<file path="src/rtl/fsm_rd_responder_pkg.sv">
// rtl/fsm_rd_responder_pkg.sv - state encodings, default widths and stats limits for fsm_rd_responder
package fsm_resp_pkg;

  typedef enum logic [1:0] {
    R_IDLE = 2'b00,
    R_BUSY = 2'b01,
    R_DONE = 2'b10
  } resp_state_t;

  localparam int DATA_W_DEF = 8;
  localparam int DEPTH_DEF  = 16;
  localparam int AW_DEF     = 4;
  localparam int WAIT_W_DEF = 3;

  localparam logic [15:0] XFER_SAT  = 16'hFFFF;
  localparam logic [7:0]  ABORT_SAT = 8'hFF;

endpackage

</file>
<file path="src/rtl/fsm_rd_responder_if.sv">
// rtl/fsm_rd_responder_if.sv - read handshake, config and buffer write port bundle
interface fsm_rd_responder_if
  import fsm_resp_pkg::*;
#(
  parameter int DATA_W = DATA_W_DEF,
  parameter int AW     = AW_DEF,
  parameter int WAIT_W = WAIT_W_DEF
);
  logic              rd;
  logic [WAIT_W-1:0] cfg_wait;
  logic              wr_en;
  logic [AW-1:0]     wr_addr;
  logic [DATA_W-1:0] wr_data;
  logic              ws;
  logic [DATA_W-1:0] rdata;
  logic              rvalid;
  logic [AW-1:0]     rptr;

  modport master (
    output rd, cfg_wait, wr_en, wr_addr, wr_data,
    input  ws, rdata, rvalid, rptr
  );

  modport slave (
    input  rd, cfg_wait, wr_en, wr_addr, wr_data,
    output ws, rdata, rvalid, rptr
  );
endinterface

</file>
<file path="src/rtl/fsm_rd_responder_wait_cnt.sv">
// rtl/fsm_rd_responder_wait_cnt.sv - loadable wait-state down-counter with zero flag
module resp_wait_cnt
  import fsm_resp_pkg::*;
#(
  parameter int WAIT_W = WAIT_W_DEF
) (
  input  logic              clk,
  input  logic              rst_n,
  input  logic              load,
  input  logic [WAIT_W-1:0] load_val,
  input  logic              dec,
  output logic              zero
);
  logic [WAIT_W-1:0] cnt_q, cnt_d;

  always_comb begin
    cnt_d = cnt_q;
    if (load) begin
      cnt_d = load_val;
    end else if (dec && (cnt_q != '0)) begin
      cnt_d = cnt_q - WAIT_W'(1);
    end
  end

  always_ff @(posedge clk or negedge rst_n) begin
    if (!rst_n) begin
      cnt_q <= '0;
    end else begin
      cnt_q <= cnt_d;
    end
  end

  assign zero = (cnt_q == '0);
endmodule

</file>
<file path="src/rtl/fsm_rd_responder.sv">
// rtl/fsm_rd_responder.sv - go/rd/ws/ds read target with wait states and a wrapping word buffer
// Optional RESP_STATS_EN adds saturating transfer/abort counters.
module fsm_rd_responder
  import fsm_resp_pkg::*;
#(
  parameter int DATA_W = DATA_W_DEF,
  parameter int DEPTH  = DEPTH_DEF,
  parameter int AW     = AW_DEF,
  parameter int WAIT_W = WAIT_W_DEF
) (
  input  logic                 clk,
  input  logic                 rst_n,
  fsm_rd_responder_if.slave    bus
`ifdef RESP_STATS_EN
  ,
  output logic [15:0]          xfer_cnt,
  output logic [7:0]           abort_cnt
`endif
);
  resp_state_t       state_q, state_d;
  logic [DATA_W-1:0] rdata_q, rdata_d;
  logic              rvalid_q, rvalid_d;
  logic [AW-1:0]     rptr_q, rptr_d;
  logic              cnt_load, cnt_dec, cnt_zero;
  logic [DATA_W-1:0] mem_q [DEPTH];

  resp_wait_cnt #(.WAIT_W(WAIT_W)) u_wait_cnt (
    .clk      (clk),
    .rst_n    (rst_n),
    .load     (cnt_load),
    .load_val (bus.cfg_wait),
    .dec      (cnt_dec),
    .zero     (cnt_zero)
  );

  always_comb begin
    state_d  = state_q;
    rdata_d  = rdata_q;
    rvalid_d = 1'b0;
    rptr_d   = rptr_q;
    cnt_load = 1'b0;
    cnt_dec  = 1'b0;
    case (state_q)
      R_IDLE: begin
        if (bus.rd) begin
          cnt_load = 1'b1;
          state_d  = R_BUSY;
        end
      end
      R_BUSY: begin
        if (!bus.rd) begin
          state_d = R_IDLE;
        end else if (!cnt_zero) begin
          cnt_dec = 1'b1;
        end else begin
          // Buffer read sees the pre-edge word, so a same-cycle write is not bypassed.
          rdata_d  = mem_q[rptr_q];
          rvalid_d = 1'b1;
          rptr_d   = rptr_q + AW'(1);
          state_d  = R_DONE;
        end
      end
      R_DONE:  state_d = R_IDLE;
      default: state_d = R_IDLE;
    endcase
  end

  always_ff @(posedge clk or negedge rst_n) begin
    if (!rst_n) begin
      state_q  <= R_IDLE;
      rdata_q  <= '0;
      rvalid_q <= 1'b0;
      rptr_q   <= '0;
    end else begin
      state_q  <= state_d;
      rdata_q  <= rdata_d;
      rvalid_q <= rvalid_d;
      rptr_q   <= rptr_d;
    end
  end

  always_ff @(posedge clk) begin
    if (bus.wr_en) begin
      mem_q[bus.wr_addr] <= bus.wr_data;
    end
  end

  // ws depends only on flops so the initiator never sees a loop through rd.
  assign bus.ws     = (state_q == R_BUSY) && !cnt_zero;
  assign bus.rdata  = rdata_q;
  assign bus.rvalid = rvalid_q;
  assign bus.rptr   = rptr_q;

`ifdef RESP_STATS_EN
  logic [15:0] xfer_cnt_q, xfer_cnt_d;
  logic [7:0]  abort_cnt_q, abort_cnt_d;

  always_comb begin
    xfer_cnt_d  = xfer_cnt_q;
    abort_cnt_d = abort_cnt_q;
    if (rvalid_d && (xfer_cnt_q != XFER_SAT)) begin
      xfer_cnt_d = xfer_cnt_q + 16'd1;
    end
    if ((state_q == R_BUSY) && !bus.rd && (abort_cnt_q != ABORT_SAT)) begin
      abort_cnt_d = abort_cnt_q + 8'd1;
    end
  end

  always_ff @(posedge clk or negedge rst_n) begin
    if (!rst_n) begin
      xfer_cnt_q  <= '0;
      abort_cnt_q <= '0;
    end else begin
      xfer_cnt_q  <= xfer_cnt_d;
      abort_cnt_q <= abort_cnt_d;
    end
  end

  assign xfer_cnt  = xfer_cnt_q;
  assign abort_cnt = abort_cnt_q;
`endif
endmodule
</file>
<file path="src/flat_wrapper.sv">
// flat-port wrapper written by rule: the top's interface ports become plain ports
module fsm_rd_responder_flat import fsm_resp_pkg::*;
#(
  parameter int DATA_W = DATA_W_DEF,
  parameter int DEPTH  = DEPTH_DEF,
  parameter int AW     = AW_DEF,
  parameter int WAIT_W = WAIT_W_DEF
)
  (clk, rst_n, bus_rd, bus_cfg_wait, bus_wr_en, bus_wr_addr, bus_wr_data, bus_ws, bus_rdata, bus_rvalid, bus_rptr);
  fsm_rd_responder_if #(.DATA_W(DATA_W), .AW(AW), .WAIT_W(WAIT_W)) bus_i ();
  input  logic clk;
  input  logic rst_n;
  input wire logic [$bits(bus_i.rd)-1:0] bus_rd;
  input wire logic [$bits(bus_i.cfg_wait)-1:0] bus_cfg_wait;
  input wire logic [$bits(bus_i.wr_en)-1:0] bus_wr_en;
  input wire logic [$bits(bus_i.wr_addr)-1:0] bus_wr_addr;
  input wire logic [$bits(bus_i.wr_data)-1:0] bus_wr_data;
  output wire logic [$bits(bus_i.ws)-1:0] bus_ws;
  output wire logic [$bits(bus_i.rdata)-1:0] bus_rdata;
  output wire logic [$bits(bus_i.rvalid)-1:0] bus_rvalid;
  output wire logic [$bits(bus_i.rptr)-1:0] bus_rptr;
  assign bus_i.rd = bus_rd;
  assign bus_i.cfg_wait = bus_cfg_wait;
  assign bus_i.wr_en = bus_wr_en;
  assign bus_i.wr_addr = bus_wr_addr;
  assign bus_i.wr_data = bus_wr_data;
  assign bus_ws = bus_i.ws;
  assign bus_rdata = bus_i.rdata;
  assign bus_rvalid = bus_i.rvalid;
  assign bus_rptr = bus_i.rptr;
  fsm_rd_responder #(.DATA_W(DATA_W), .DEPTH(DEPTH), .AW(AW), .WAIT_W(WAIT_W)) u_core (.clk(clk), .rst_n(rst_n), .bus(bus_i));
endmodule
</file>
<file path="config.mk">
export PLATFORM = sky130hd
export DESIGN_NAME = fsm_rd_responder_flat
export DESIGN_NICKNAME = d
export VERILOG_FILES = /design/src/rtl/fsm_rd_responder_pkg.sv /design/src/rtl/fsm_rd_responder_if.sv /design/src/rtl/fsm_rd_responder_wait_cnt.sv /design/src/rtl/fsm_rd_responder.sv /design/src/flat_wrapper.sv
export SDC_FILE = /design/constraint.sdc
export NUM_CORES = 1
export LEC_CHECK = 0
export ABC_AREA = 0
export CORE_UTILIZATION = 30
export CTS_CLUSTER_DIAMETER = 60
export DETAILED_ROUTE_END_ITERATION = 7
export RECOVER_POWER = 25
export SLEW_MARGIN = 20
export SYNTH_ARGS = -nofsm -noshare
export SYNTH_HDL_FRONTEND = slang
export SYNTH_SLANG_ARGS = --single-unit
</file>
<file path="constraint.sdc">
create_clock -name clk -period 3.8 [get_ports clk]
set_clock_uncertainty 0.1 [all_clocks]
set_input_delay 0.76 -clock clk [delete_from_list [all_inputs] [get_ports clk]]
set_output_delay 0.76 -clock clk [all_outputs]
set_load 0.03 [all_outputs]
</file>
==> run summary, run 1 <==
Post-Syn Area -> 5810 um2
Final worst path period share -> 0.783
Critical path class -> reg -> out
Final wirelength -> 11.4 mm
Crit path time final -> 2980 ps
Yosys top cell by area -> edfxtp_1
# hold bufs at CTS -> 0
Crit end category -> output pin
Initial antenna violation count -> 0
Setup crit start kind -> flip-flop
Syn. warnings -> 0
Adder-cell share of the synthesized area -> 0.00646
CTS Buf Count -> 17
Synthesized net count -> 314
First-pass iteration count of the detailed router -> 4
First-pass GRT wire length -> 17.4 mm
DRC -> 0
Gp weighted congestion -> 0.729
Total gr overflow -> 0
Max VDD drop -> 0.270 mV
Hold Slack -> 379 ps
Unrepaired setup endpoints after global routing -> no
Setup bufs post-CTS -> 0
Final hold violation count -> 0
Diode count -> 0
Root buf cell -> clkbuf_16
Die Area -> 19900 um2
Measured slew at the worst slew-check pin -> 896 ps
Data required, critical path -> 2940 ps
#FFs+latches synth -> 146
CORE AREA -> 18800 um2
Max Slew Vio Count -> 0
Vias -> 2792
Async SR Flop Fraction -> 0.123
Avg Cell Area, Syn -> 19.9 um2
Slowest CP cell -> dfrtp_2
Final setup fails -> 0
Hold Path Class -> reg -> reg
Die Height -> 141 um
Mux cell area share after synthesis -> 0.152
Hpwl dp -> 7.41 mm
Routed WL per cell -> 18.7 um
Post-CTS Resized -> 0
Worst slew margin -> 0.400
Reg clk slew, reported paths -> 60 ps
Synth area leaders -> edfxtp_1 66%, mux4_2 8.5%, dfrtp_1 7.8%
I/O Buffers -> 32
Power Density -> 668 nW/um2
Share of the synthesized area in the top cell type -> 0.662
Fin Setup TNS -> 0 ps
Cell count after synthesis -> 292
Crit-path cells -> clkdlybuf4s50_1
Vias in the first global route -> 2866
Max clock buf depth -> 2
Post-synthesis sequential area ratio -> 0.739
EDFF count, synth -> 128
Share of cells above drive strength 1 -> 0.194
Effective utilization at floorplan -> 0.308
GRT Total Usage -> 0.123
Critical path arrival -> 2120 ps
Max Cap Violations -> 0
Buf/Inv on CP -> 1
Ports -> 33
# clock sinks -> 146
Area Growth Syn to Fin -> 19.7%
Simple-Gate Fraction of Synth Area -> 0.0476
Compound-cell area share of the yosys netlist -> 0.0271
Status -> complete, no violations
Final ANT Viol Nets -> 0
Leakage power -> 0.00230 uW
CTS tree -> done
Vias per Instance -> 4.58
Final-stage net count -> 359
Crit-path leading delay family -> flip-flops
Initial DRC count -> 199
Chip width -> 141 um
Combinational family with the most area after synthesis -> multiplexers
Fmax achieved -> 0.336 GHz
Post-synthesis xor/xnor area fraction -> 0.00452
Htree depth -> 4
Distinct cells, synth -> 36
Worst skew pair latency -> 410 ps
Max incr delay on CP -> 890 ps
Post-synth top flop -> edfxtp_1
Largest net degree at the start of global routing -> 34
Row cnt -> 50
Worst Path Max Fanout -> 24
[flip-flops by register name, indices dropped and copies added (netlist names)]
signal / cells
u_core.bus.rptr: 4
u_core.bus.rvalid: 1
u_core.mem_q: 128
u_core.u_wait_cnt.cnt_q: 3
u_core.bus.rdata: 8
u_core.state_q: 2
[cell usage after synthesis (all sizes together), types with 4 or more instances]
| master | number |
|---|---|
| edfxtp | 128 |
| mux4 | 32 |
| dfrtp | 18 |
| buf | 13 |
| nand2 | 13 |
| nor2 | 13 |
| mux2i | 9 |
| nor2b | 9 |
| nand2b | 5 |
| nor3 | 5 |
| inv | 4 |
[logic make-up (layout without fill, tap and decap cells)]
| family | count (synthesis) | after routing |
|---|---|---|
| buffers and inverters | 19 | 77 |
| adder cells (fa/ha/maj) | 3 | 3 |
| multiplexers | 44 | 44 |
| AO/OA/AOI/OAI | 22 | 22 |
| flip-flops | 146 | 146 |
| XOR/XNOR | 3 | 3 |
| AND/OR/NAND/NOR | 55 | 55 |
[report_power, final]
group | internal, uW | leakage [uW] | switching [uW]
sequential | 1850 | 0.00138 | 135
combinational | 575 | 0.000660 | 564
clock | 851 | 0.000256 | 677
[layer usage]
metal / up-vias / global-route usage / routed length, um
met1: 1435 / 0.167 / 5510
met2: 76 / 0.194 / 5400
li1: 1279 / - / -
met5: - / 0 / 0
met3: 2 / 0.0296 / 473
met4: 0 / 0.0406 / 42
[path summary, 6_finish.rpt]
path                                     start             endpoint  slack [ps]  cells after the start
setup / recovery            u_core.bus.rptr[0]          bus_rptr[0]         820                      1
hold / removal             u_core.bus.rdata[4]  u_core.bus.rdata[4]         380                      2
setup reg to reg            u_core.bus.rptr[0]  u_core.bus.rdata[7]        1230                      5
hold reg to reg            u_core.bus.rdata[4]  u_core.bus.rdata[4]         380                      2
max in group asynchronous                rst_n   u_core.bus.rptr[0]        2270                      1
min in group asynchronous                rst_n   u_core.bus.rptr[3]         780                      1
[final cells by class]
class / instances / area (um2)
tap: 260 / 325
timing repair buffer: 41 / 388
sequential: 146 / 4300
multi-input combinational: 127 / 1380
clock inverter: 15 / 124
inverter: 4 / 15.0
fill: 1707 / 11900
clock buffer: 17 / 425
[per-stage QoR]
step                instances  power, uW  worst slack [ps]  instance area (um2)   util
finish                    610       4650               823                 6950  0.369
global route              610       4840               716                 6950  0.369
CTS                       610       4700               763                 6950  0.369
detailed placement        578       3180               907                 6400  0.340
global placement          578       3150               963                 6400  0.340
floorplan                 292       2840              1450                 5810      -
[layout by cell type, fill, tap and decap left out, drive strengths merged, types with 11 or more instances in the layout]
master and instances:
edfxtp 128, mux4 32, clkdlybuf4s50 26, dfrtp 18
clkbuf 17, nand2 13, nor2 13, inv 11
Power figures use the tool's default switching activity.
==> inputs of run 2 (changes only) <==
clock period = 2.9 ns   (was 3.8 ns; I/O delays follow)
==> run 2 against run 1 <==
  * Flip-flop and latch count unchanged
  * Largest cell class unchanged
  * Highest routed layer unchanged
  * Critical endpoint is now bus_ws
  * Clock-buffer cell count up 2
  * Utilization up 0.86 points
  * Global-route usage down 0.21 points
  * Worst setup slack worse by 600 ps
  * Die area unchanged
  * Clock power up 38%
  * Combinational power up 38%
  * Cell count up 2.5%
  * Design area up 2.3%
  * Critical path depth up 4
  * Critical path type unchanged
  * Hold slack better by 8.1 ps
==> run summary, run 2 (synthesis results as in run 1) <==
# clock sinks -> 146 (unchanged)
First-pass GRT wire length -> 17.0 mm (was 17.4 mm)
Crit-path leading delay family -> buffers and inverters (was flip-flops)
Die Area -> 19900 um2 (unchanged)
Most common cell after layout, fill and taps aside -> edfxtp_1 (unchanged)
Most frequent cells in the layout -> 128 x edfxtp_1, 27 x clkdlybuf4s50_1, 22 x mux4_2, 22 x buf_4 (was 128 x edfxtp_1, 26 x clkdlybuf4s50_1, 22 x mux4_2)
Root buf cell -> clkbuf_16 (unchanged)
Max Cap Violations -> 0 (unchanged)
Hpwl dp -> 7.39 mm (was 7.41 mm)
Power Density -> 874 nW/um2 (was 668 nW/um2)
Row cnt -> 50 (unchanged)
Largest register by flop count -> u_core.mem_q (unchanged)
Crit path time final -> 2680 ps
Setup crit start kind -> flip-flop (unchanged)
Initial DRC count -> 170 (was 199)
GRT Total Usage -> 0.121 (was 0.123)
Final-stage net count -> 374 (was 359)
Buf/Inv on CP -> 2 (was 1)
Max clock buf depth -> 2 (unchanged)
Vias -> 2816 (was 2792)
Number of flip-flops in the largest register -> 128 (unchanged)
Max incr delay on CP -> 680 ps (was 890 ps)
CTS tree -> done (unchanged)
Final ANT Viol Nets -> 0 (unchanged)
CTS Buf Count -> 17 (unchanged)
Chip width -> 141 um (unchanged)
Hold_sp -> u_core.bus.rdata[0] (was u_core.bus.rdata[4])
Max VDD drop -> 0.396 mV (was 0.270 mV)
Routed WL per cell -> 17.6 um (was 18.7 um)
# hold bufs at CTS -> 0 (unchanged)
Diode count -> 0 (unchanged)
Crit-path cells -> inv_1 -> ha_1 -> nor2b_1 -> nor2b_1 -> clkdlybuf4s50_1 (was clkdlybuf4s50_1)
Initial antenna violation count -> 0 (unchanged)
Share of cells above drive strength 1 -> 0.211 (was 0.194)
Fmax achieved -> 0.374 GHz
Area Growth Syn to Fin -> 22.5% (was 19.7%)
R2R Path End -> u_core.bus.rdata[5] (was u_core.bus.rdata[7])
CORE AREA -> 18800 um2 (unchanged)
RR Startpoint -> u_core.bus.rptr[0] (unchanged)
Fin Setup TNS -> 0 ps (unchanged)
Finished Core Util -> 0.378 (was 0.369)
Max Slew Vio Count -> 0 (unchanged)
Hold Path Sink -> u_core.bus.rdata[0] (was u_core.bus.rdata[4])
Hold Path Class -> reg -> reg (unchanged)
Critical path class -> reg -> out (unchanged)
Effective utilization at floorplan -> 0.308 (unchanged)
Vias in the first global route -> 2876 (was 2866)
Die Height -> 141 um (unchanged)
First-pass iteration count of the detailed router -> 4 (unchanged)
Worst slew margin -> 0.477 (was 0.400)
Worst Path Max Fanout -> 3 (was 24)
Vias per Instance -> 4.51 (was 4.58)
Cell repeated most along the worst path -> nor2b_1
Post-CTS Resized -> 0 (unchanged)
I/O Buffers -> 32 (unchanged)
Final hold violation count -> 0 (unchanged)
Slowest CP cell -> clkdlybuf4s50_1 (was dfrtp_2)
Htree depth -> 4 (unchanged)
Measured slew at the worst slew-check pin -> 782 ps (was 896 ps)
DRC -> 0 (unchanged)
Unrepaired setup endpoints after global routing -> no (unchanged)
Final wirelength -> 11.0 mm (was 11.4 mm)
Final worst path period share -> 0.923
Worst skew pair latency -> 420 ps (was 410 ps)
R2r setup slk -> 750 ps (was 1230 ps)
Gp weighted congestion -> 0.728 (was 0.729)
Data required, critical path -> 2220 ps (was 2940 ps)
Reg clk slew, reported paths -> 60 ps (about the same)
Final setup fails -> 0 (unchanged)
Critical path arrival -> 2000 ps (was 2120 ps)
Status -> complete, no violations (unchanged)
Hold path depth -> 2 (unchanged)
FILL cells -> 1697 (was 1707)
Total gr overflow -> 0 (unchanged)
Setup bufs post-CTS -> 0 (unchanged)
Largest net degree at the start of global routing -> 25 (was 34)
Leakage power -> 0.00241 uW (was 0.00230 uW)
Ports -> 33 (unchanged)
Crit end category -> output pin (unchanged)
Cell depth of the worst flop-to-flop path -> 5 (unchanged)
-- run 2: where the power goes --
group          switching, uW  total [uW]  internal [uW]
Sequential               116        2540           2420
Clock                    775        2110           1330
Combinational            775        1570            800
-- run 2: layout make-up --
| class | instances | area, um2 | area share |
|---|---|---|---|
| well taps | 260 | 325 | 0.0457 |
| clock buffers | 19 | 433 | 0.0608 |
| clock inverters | 13 | 141 | 0.0199 |
| flip-flops and latches | 146 | 4300 | 0.604 |
| inverters | 4 | 15.0 | 0.00211 |
| repair buffers | 56 | 526 | 0.0739 |
| multi-input cells | 127 | 1380 | 0.194 |
-- run 2: worst max path at each step --
| stage | slack [ps] | startpoint | depth (start not counted) | endpoint |
|---|---|---|---|---|
| after CTS | 190 | u_core.u_wait_cnt.cnt_q[0] | 5 | bus_ws |
| after global placement | 520 | bus_wr_en | 4 | u_core.mem_q[0][1] |
| after global routing | 60 | u_core.u_wait_cnt.cnt_q[0] | 5 | bus_ws |
| after floorplan | 730 | bus_wr_addr[2] | 2 | u_core.mem_q[0][0] |
| final | 220 | u_core.u_wait_cnt.cnt_q[0] | 5 | bus_ws |
| after detailed placement | 520 | bus_wr_en | 4 | u_core.mem_q[0][4] |
-- run 2: layer usage --
metal	global-route usage	wire length, um	vias up
met5	0	0	-
li1	-	-	1294
met1	0.156	4970	1448
met3	0.0333	466	16
met2	0.190	5360	58
met4	0.0532	187	0
-- run 2: stage by stage --
stage | instance area, um2 | total power, uW | hold slack (ps) | worst slack [ps] | std cells
2_1_floorplan | 5810 | 3720 | 184 | 727 | 292
3_3_place_gp | 6540 | 4170 | 382 | 519 | 593
3_5_place_dp | 6540 | 4200 | 383 | 522 | 593
4_1_cts | 7120 | 6310 | 396 | 187 | 625
5_1_grt | 7120 | 6510 | 416 | 57.9 | 625
6_report | 7120 | 6220 | 387 | 223 | 625
-- run 2: worst reg2reg max path, cell delays in order (launching register included) --
cell	delay, ps
dfrtp_2	470
buf_12	250
mux4_1	600
nor2b_1	150
a211o_1	290
a22o_1	180
